**config.mk**
```make
export PLATFORM = sky130hd
export DESIGN_NAME = popcount_vec_gen_flat
export DESIGN_NICKNAME = d
export VERILOG_FILES = /design/src/rtl/popcount_pkg.sv /design/src/rtl/popcount_vec_gen_if.sv /design/src/rtl/popgen_offset_ctr.sv /design/src/rtl/popcount_vec_gen.sv /design/src/flat_wrapper.sv
export SDC_FILE = /design/constraint.sdc
export NUM_CORES = 1
export LEC_CHECK = 0
export ABC_AREA = 1
export BUFFER_PORTS_ARGS = -buffer_cell sky130_fd_sc_hd__buf_2
export CORE_ASPECT_RATIO = 0.9
export CORE_MARGIN = 4
export CORE_UTILIZATION = 45
export CTS_BUF_LIST = sky130_fd_sc_hd__clkbuf_8
export CTS_CLUSTER_SIZE = 14
export DETAILED_ROUTE_END_ITERATION = 10
export PLACE_DENSITY = 0.68
export SETUP_SLACK_MARGIN = 0.2
export SYNTH_ARGS = -nofsm -noshare
export SYNTH_HDL_FRONTEND = slang
export SYNTH_SLANG_ARGS = --single-unit
```
**constraint.sdc**
```tcl
create_clock -name clk -period 1.45 [get_ports clk]
set_clock_uncertainty 0.05 [all_clocks]
set_input_delay 0 -clock clk [delete_from_list [all_inputs] [get_ports clk]]
set_output_delay 0 -clock clk [all_outputs]
set_load 0.03 [all_outputs]
```
**src/rtl/popcount_pkg.sv**
```systemverilog
// Shared constants, vector/count types and generator state encoding for the
// popcount stimulus generator family.
package popcount_pkg;

  localparam int POPCNT_N    = 29;
  localparam int POPCNT_CW   = 5;
  localparam int POPGEN_STEP = 7;

  typedef logic [POPCNT_N-1:0]  popcnt_vec_t;
  typedef logic [POPCNT_CW-1:0] popcnt_cnt_t;

  typedef enum logic [1:0] {
    IDLE = 2'd0,
    FILL = 2'd1,
    HOLD = 2'd2
  } popgen_state_e;

endpackage

```
**src/rtl/popcount_vec_gen_if.sv**
```systemverilog
// Request/vector handshake bundle for popcount_vec_gen. Both channels are
// valid/ready: a transfer happens on a rising edge where valid and ready are both
// high. The sender keeps valid and its payload steady until that edge, and ready
// never depends on valid.
interface popcount_vec_gen_if #(
  parameter int N  = 29,
  parameter int CW = 5
);
  logic          req_valid;
  logic          req_ready;
  logic [CW-1:0] req_count;
  logic          vec_valid;
  logic          vec_ready;
  logic [N-1:0]  vec_data;
  logic [CW-1:0] vec_count;
  logic          vec_sat;

  modport gen (
    input  req_valid, req_count, vec_ready,
    output req_ready, vec_valid, vec_data, vec_count, vec_sat
  );

  modport host (
    output req_valid, req_count, vec_ready,
    input  req_ready, vec_valid, vec_data, vec_count, vec_sat
  );
endinterface

```
**src/rtl/popgen_offset_ctr.sv**
```systemverilog
// Modulo-N start-offset accumulator: adds STEP on each advance pulse, wrapping
// with one conditional subtract (offset + STEP is always below 2N).
module popgen_offset_ctr #(
  parameter int N    = 29,
  parameter int CW   = 5,
  parameter int STEP = 7
) (
  input  logic          clk,
  input  logic          rst_n,
  input  logic          adv,
  output logic [CW-1:0] offset
);

  localparam logic [CW:0] N_W    = (CW+1)'(N);
  localparam logic [CW:0] STEP_W = (CW+1)'(STEP);

  logic [CW:0] sum;

  assign sum = {1'b0, offset} + STEP_W;

  always_ff @(posedge clk or negedge rst_n) begin
    if (!rst_n) begin
      offset <= '0;
    end else if (adv) begin
      offset <= (sum >= N_W) ? CW'(sum - N_W) : sum[CW-1:0];
    end
  end

endmodule

```
**src/rtl/popcount_vec_gen.sv**
```systemverilog
// Emits an N-bit vector holding exactly min(req_count, N) ones, placed one bit per
// cycle from a start offset. Define POPGEN_ROTATE_EN to rotate that offset per vector.
module popcount_vec_gen
  import popcount_pkg::*;
#(
  parameter int N    = POPCNT_N,
  parameter int CW   = POPCNT_CW,
  parameter int STEP = POPGEN_STEP
) (
  input  logic               clk,
  input  logic               rst_n,
  popcount_vec_gen_if.gen    bus,
  output popgen_state_e      state_dbg
);

  localparam logic [CW-1:0] N_C  = CW'(N);
  localparam logic [CW-1:0] N_M1 = CW'(N - 1);

  popgen_state_e state, state_nxt;
  logic [N-1:0]  shadow;
  logic [CW-1:0] k_q, pos, remaining, idx, offset, k_in;
  logic          sat_q, sat_in, req_acc, vec_acc;

  assign req_acc = bus.req_valid && (state == IDLE);
  assign vec_acc = bus.vec_ready && (state == HOLD);
  assign sat_in  = (bus.req_count > N_C);
  assign k_in    = sat_in ? N_C : bus.req_count;

`ifdef POPGEN_ROTATE_EN
  popgen_offset_ctr #(.N(N), .CW(CW), .STEP(STEP)) u_offset (
    .clk    (clk),
    .rst_n  (rst_n),
    .adv    (vec_acc),
    .offset (offset)
  );
`else
  logic [CW-1:0] unused_step;
  assign unused_step = CW'(STEP);
  assign offset      = '0;
`endif

  always_ff @(posedge clk or negedge rst_n) begin
    if (!rst_n) begin
      state <= IDLE;
    end else begin
      state <= state_nxt;
    end
  end

  always_comb begin
    state_nxt = state;
    case (state)
      IDLE:    if (req_acc) state_nxt = FILL;
      FILL:    if (idx == N_M1) state_nxt = HOLD;
      HOLD:    if (vec_acc) state_nxt = IDLE;
      default: state_nxt = IDLE;
    endcase
  end

  // Every FILL cycle writes one position, so the run length is N whatever k is.
  always_ff @(posedge clk or negedge rst_n) begin
    if (!rst_n) begin
      shadow    <= '0;
      k_q       <= '0;
      sat_q     <= 1'b0;
      pos       <= '0;
      remaining <= '0;
      idx       <= '0;
    end else begin
      case (state)
        IDLE: begin
          if (req_acc) begin
            shadow    <= '0;
            k_q       <= k_in;
            sat_q     <= sat_in;
            remaining <= k_in;
            pos       <= offset;
            idx       <= '0;
          end
        end
        FILL: begin
          shadow[pos] <= (remaining != '0);
          if (remaining != '0) remaining <= remaining - 1'b1;
          pos <= (pos == N_M1) ? '0 : pos + 1'b1;
          idx <= idx + 1'b1;
        end
        default: ;
      endcase
    end
  end

  assign bus.req_ready = (state == IDLE);
  assign bus.vec_valid = (state == HOLD);
  assign bus.vec_data  = shadow;
  assign bus.vec_count = k_q;
  assign bus.vec_sat   = sat_q;
  assign state_dbg     = state;

endmodule
```
**src/flat_wrapper.sv**
```systemverilog
// flat-port wrapper written by rule: the top's interface ports become plain ports
module popcount_vec_gen_flat import popcount_pkg::*;
#(
  parameter int N    = POPCNT_N,
  parameter int CW   = POPCNT_CW,
  parameter int STEP = POPGEN_STEP
)
  (clk, rst_n, state_dbg, bus_req_valid, bus_req_count, bus_vec_ready, bus_req_ready, bus_vec_valid, bus_vec_data, bus_vec_count, bus_vec_sat);
  popcount_vec_gen_if #(.N(N), .CW(CW)) bus_i ();
  input  logic clk;
  input  logic rst_n;
  output popgen_state_e state_dbg;
  input wire logic [$bits(bus_i.req_valid)-1:0] bus_req_valid;
  input wire logic [$bits(bus_i.req_count)-1:0] bus_req_count;
  input wire logic [$bits(bus_i.vec_ready)-1:0] bus_vec_ready;
  output wire logic [$bits(bus_i.req_ready)-1:0] bus_req_ready;
  output wire logic [$bits(bus_i.vec_valid)-1:0] bus_vec_valid;
  output wire logic [$bits(bus_i.vec_data)-1:0] bus_vec_data;
  output wire logic [$bits(bus_i.vec_count)-1:0] bus_vec_count;
  output wire logic [$bits(bus_i.vec_sat)-1:0] bus_vec_sat;
  assign bus_i.req_valid = bus_req_valid;
  assign bus_i.req_count = bus_req_count;
  assign bus_i.vec_ready = bus_vec_ready;
  assign bus_req_ready = bus_i.req_ready;
  assign bus_vec_valid = bus_i.vec_valid;
  assign bus_vec_data = bus_i.vec_data;
  assign bus_vec_count = bus_i.vec_count;
  assign bus_vec_sat = bus_i.vec_sat;
  popcount_vec_gen #(.N(N), .CW(CW), .STEP(STEP)) u_core (.clk(clk), .rst_n(rst_n), .bus(bus_i), .state_dbg(state_dbg));
endmodule
```
After elaboration in Yosys (flattened, before gate mapping)
Index checks and enable logic that the tools add are counted.
{"block": "totals", "ff_bits": 52, "in_bits": 9, "out_inout_bits": 39, "elab_cells": 48}
{"block": "classes", "addsub": 3, "magnitude_cmp": 3, "eq_ne": 8, "mux": 17, "n_reduce_logical": 10}
{"op": "case mux 29 bit (2 select lines)", "count": 1}
{"op": "case mux 5 bit (2 select lines)", "count": 3}
{"op": "bitwise mux 29 bit", "count": 1}
{"op": "two-way mux 29 bit", "count": 1}
{"op": "two-way mux 5 bit", "count": 5}
{"op": "adder 5 x 1 -> 5 bit, second input constant", "count": 2}
{"op": "equality test 5 bit, second input constant", "count": 2}
{"op": "inequality test 2 x 1 -> 1 bit, second input constant", "count": 4}
{"op": "< comparator 5 x 6 -> 1 bit, second input constant", "count": 1}
{"op": "two-way mux 2 bit", "count": 3}
{"op": "case mux 2 bit (3 select lines)", "count": 1}
{"op": "AND reduction 3 bit", "count": 2}
{"op": "demux 1 bit (select 5 bit)", "count": 1}
{"op": ">= comparator 5 x 1 -> 1 bit, second input constant", "count": 1}
{"op": "greater-than comparator 5 bit, second input constant", "count": 1}
{"op": "nonzero test 5 bit", "count": 1}
{"op": "subtractor 5 x 1 -> 5 bit, second input constant", "count": 1}
{"op": "AND reduction 2 bit", "count": 2}
{"op": "logical AND 1 bit", "count": 3}
{"op": "equality test 2 x 1 -> 1 bit, second input constant", "count": 1}
{"op": "equality test 2 bit, second input constant", "count": 1}
{"op": "logical NOT 2 bit", "count": 1}
{"op": "nonzero test 2 bit", "count": 1}
{"op": "two-way mux 1 bit", "count": 1}

Logic depth before layout (Yosys ltp)
{"block": "logic_depth", "depth_word": 6, "ltp_mapped": 9, "mapped_depth_nobuf": 8}

Worst setup path before layout
OpenSTA, ideal clock, no wires.
{"block": "synth_timing", "path_kind": "reg2reg", "start": "reg u_core.state[0] (netlist: u_core.state_dbg[0])", "end": "reg u_core.shadow[17] (netlist: u_core.bus.vec_data[17])", "setup_ns": 0.118, "arrival_ns": 1.465, "required_ns": 1.282, "setup_slack_ns": -0.183, "stages_incl_launch_ff": 9, "n_path_buf": 2, "synth_period_minus_slack_ns": 1.633, "cell_sequence": "dfrtp_1 -> nor2_2 -> nand2_2 -> nand2_2 -> buf_6 -> buf_6 -> nand2_1 -> nand2_1 -> nand2_1"}
{"block": "synth_via", "elab_chain_len": 4, "elab_cells_between_ends": 7, "classes_between": "2 x eq/ne; 1 x mux; 4 x reduce/logical"}
{"item": "start, declared", "line": "popcount_vec_gen.sv:19", "source": "popgen_state_e state, state_nxt;"}
{"item": "start signal, assigned", "line": "popcount_vec_gen.sv:46", "source": "state <= state_nxt;"}
{"item": "logical NOT 2 bit (*)"}
{"item": "named net bus_req_ready", "line": "flat_wrapper.sv:16", "source": "output wire logic [$bits(bus_i.req_ready)-1:0] bus_req_ready;"}
{"item": "logical AND 1 bit", "line": "popcount_vec_gen.sv:24", "source": "assign req_acc = bus.req_valid && (state == IDLE);"}
{"item": "inequality test 2 x 1 -> 1 bit (no line)"}
{"item": "AND reduction 2 bit (no line)"}
{"item": "end signal, assigned by index", "line": "popcount_vec_gen.sv:82", "source": "shadow[pos] <= (remaining != '0);"}
{"item": "end, declared", "line": "popcount_vec_gen.sv:20", "source": "logic [N-1:0] shadow;"}
Mark *: on every way through the listed nets, which the timed path passes. The rest lies on a longest branch.
A chain may end at the register's enable or synchronous reset.

Worst setup path in the final report
{"block": "layout_timing", "start": "reg u_core.remaining[0]", "end": "reg u_core.shadow[20] (netlist: u_core.bus.vec_data[20])"}
{"block": "layout_via", "elab_chain_len": 3}
{"item": "start, declared", "line": "popcount_vec_gen.sv:21", "source": "logic [CW-1:0] k_q, pos, remaining, idx, offset, k_in;"}
{"item": "start signal, assigned", "line": "popcount_vec_gen.sv:76", "source": "remaining <= k_in;"}
{"item": "start signal, assigned", "line": "popcount_vec_gen.sv:83", "source": "if (remaining != '0) remaining <= remaining - 1'b1;"}
{"item": "nonzero test 5 bit", "line": "popcount_vec_gen.sv:82"}
{"item": "bitwise mux 29 bit", "line": "popcount_vec_gen.sv:82"}
{"item": "case mux 29 bit (2 select lines)", "line": "popcount_vec_gen.sv:70", "source": "case (state)"}
Every way passes these cells.

==> results by group <==
Critical path
  – R2R Path End: u_core.bus.vec_data[20]
  – Crit path DAT: 1.49 ns
  – R2r setup slk: ~0.11 ns
  – CP Capture Type: register
  – Critical Path End: u_core.bus.vec_data[20]
  – Worst path required time: around 1.6 ns
  – Crit path kind: register to register
  – Crit Path Max Fanout: 16
  – Worst R2R Start: u_core.remaining[0]
  – Setup crit start kind: register
  – Worst setup startpoint: u_core.remaining[0]
  – R2R depth: 6

Layout
  – Area delta synth->final: 38.5%
  – Area of the multi-input gates: roughly 1500 sq um
  – Sequential cell area: approximately 1300 sq um
  – Antenna diode count: 0
  – Final #Nets: around 470
  – Final-layout fill cell count: slightly above 500
  – Fraction of layout cells with a size suffix above 1: 0.325

Global route
  – Gr usage total: 0.195
  – Overflow after GRT: 0
  – Vias in the first global route: approximately 2600
  – Largest net degree at the start of global routing: 53
  – First-pass GRT wire length: approximately 12 mm
  – Initial antenna violation count: 0

Clock tree
  – CTS Buf Count: 5
  – Clk_lat worst skew: between 0.3 and 0.4 ns
  – Sink Count: 52
  – Max Root-Sink Buffers: 2
  – CTS root buffer: clkbuf_8
  – CTS tree: built
  – H-tree Lvls: 2
  – Clock slew at reported path FFs: 0.09 ns

Die
  – Height of the die: around 83 um
  – Starting Density: 0.463
  – I/O pin count: between 40 and 50
  – Core area: just over 6000 sq um
  – # rows: 27
  – Die X-Extent: roughly 92 um
  – Die area: between 7000 and 8000 sq um

Synth
  – Commonest cells in the netlist: 147 x nand2_1, 52 x dfrtp_1, 30 x nand4_1
  – Post-synthesis cell count: between 300 and 400
  – Netlist cell types: 24
  – Top_reg_cell synth: dfrtp_1
  – Avg Cell Area, Syn: 7.67 sq um
  – Synth Net Count: between 300 and 400
  – Most common cell in the netlist: nand2_1
  – EDFF count, synth: 0
  – Syn Std Cell Area: around 2800 sq um
  – #FFs+latches synth: 52
  – Synth top area cells: dfrtp_1 46%, nand2_1 19%, nand4_1 6.6%
  – Synth warn: 0
  – FFs w/ async S/R, synth: 1.00
  – Register area share after synthesis: 0.460
  – Yosys top cell by area: dfrtp_1
  – Area share of the largest cell type after synthesis: 0.460

STA
  – Hold Fails Final Rpt: 0
  – Fin Hold WS: slightly above 0.08 ns
  – Worst-Margin Slew: slightly below 0.3 ns
  – TNS Setup: 0 ns
  – Slew HR: 0.804
  – Max-slew violation total from the final report: 0
  – RSZ-0062 raised after global routing: yes
  – Final setup vio count: 0
  – Max Fclk: ~740 MHz
  – Fin crit period: 1.34 ns
  – Crit share post-route: 0.926

Status
  – Status: complete, no violations

Run
  – Number of max-cap violations: 0

Detailed routing
  – Drt initial violations: 140
  – Via count: between 2000 and 3000
  – Vias per cell: ~5.1
  – DRC: 0
  – Router iterations before antenna repair: 4
  – Final wirelength: ~7.5 mm
  – Antenna Nets Post-Route: 0
  – Wire per inst: 13.9 um

Place
  – Number of port buffers: between 40 and 50
  – Placer's final routability congestion estimate: about 0.83
  – Post-detail-place hpwl: approximately 4.8 mm

Worst hold path
  – Worst hold path startpoint: bus_req_valid
  – HP Class: primary input to register

Power and ir drop
  – P_leak: around 2.1 nW
  – Maximum vdd drop: between 0.001 and 0.0015 V
  – Pwr Total: 9.60 mW
  – Cell Pwr Density: 2450 nW/um^2
[flip-flops by register name, summed over array words and instances (netlist names)]
name and count:
u_core.bus.vec_sat 1, u_core.bus.vec_count 5, u_core.pos 5, u_core.state_dbg 2, u_core.idx 5, u_core.bus.vec_data 29
u_core.remaining 5
[worst min path at each step]
stage | end | slack [ns] | depth (start not counted)
2_1_floorplan | u_core.bus.vec_count[0] | -0.35 | 0
3_3_place_gp | u_core.bus.vec_data[11] | -0.03 | 2
3_5_place_dp | u_core.bus.vec_data[11] | -0.03 | 2
4_1_cts | u_core.state_dbg[0] | 0.09 | 4
5_1_grt | u_core.state_dbg[0] | 0.08 | 4
6_report | u_core.state_dbg[0] | 0.08 | 4
[per-stage QoR]
step | setup slack, ns | std cells | util | area, sq um
after floorplan | 0.00492 | 369 | - | 2880
after global placement | 0.0663 | 499 | 0.530 | 3240
after detailed placement | 0.0271 | 499 | 0.530 | 3240
after CTS | 0.0884 | 524 | 0.582 | 3560
after global routing | 0.0357 | 540 | 0.641 | 3920
final | 0.107 | 540 | 0.641 | 3920
[worst max-delay path, stage by stage, from the launching register on]
cell,delay (ns)
dfrtp_1,0.39
inv_2,0.11
ha_4,0.17
nand3b_4,0.17
buf_12,0.20
nor2_1,0.10
a21oi_1,0.05
[power by group]
group	switching, mW	total [mW]	internal (mW)
Clock	0.482	0.859	0.377
Sequential	0.487	2.57	2.09
Combinational	3.68	6.17	2.49
Total	4.65	9.60	4.95
[cell usage in the layout (no fill, tap or decap), types with 7 or more instances in the layout]
cell,n
o21ai_1,19
inv_2,8
buf_2,46
nor2_4,7
dfrtp_1,46
inv_1,20
dlygate4sd3_1,7
nand3_1,14
nand2_1,143
buf_4,25
nand4_1,30
o21ai_0,12
[what timing repair did]
action / CTS / global route
resized for setup: 32 / 55
endpoints found under the hold margin: 62 / 0
setup buffers: 10 / 12
gates cloned: 0 / 4
pin swaps: 10 / 20
setup endpoints to repair: 41 / 44
hold buffers: 7 / 0
[logic make-up after synthesis]
group           after synthesis  share of synthesized area
xor+xnor                      3                    0.00928
flops                        52                      0.460
compound gates               39                     0.0703
simple gates                216                      0.335
fa+ha+maj                     7                     0.0309
buf+inv                      52                     0.0954
[per-layer routing]
| layer | up-vias | track usage | routed length, um |
|---|---|---|---|
| met1 | 1308 | 0.261 | 3420 |
| met5 | - | 0 | 0 |
| li1 | 1360 | - | - |
| met2 | 84 | 0.311 | 3610 |
| met3 | 10 | 0.0399 | 367 |
| met4 | 0 | 0.0712 | 110 |
[final cells by class]
type,count,area share
flip-flops and latches,52,0.334
inverters,30,0.0338
clock inverters,2,0.00191
repair buffers,98,0.209
clock buffers,6,0.0211
well taps,87,0.0278
multi-input cells,265,0.373
Note: power is estimated with default switching activity, not from simulation.
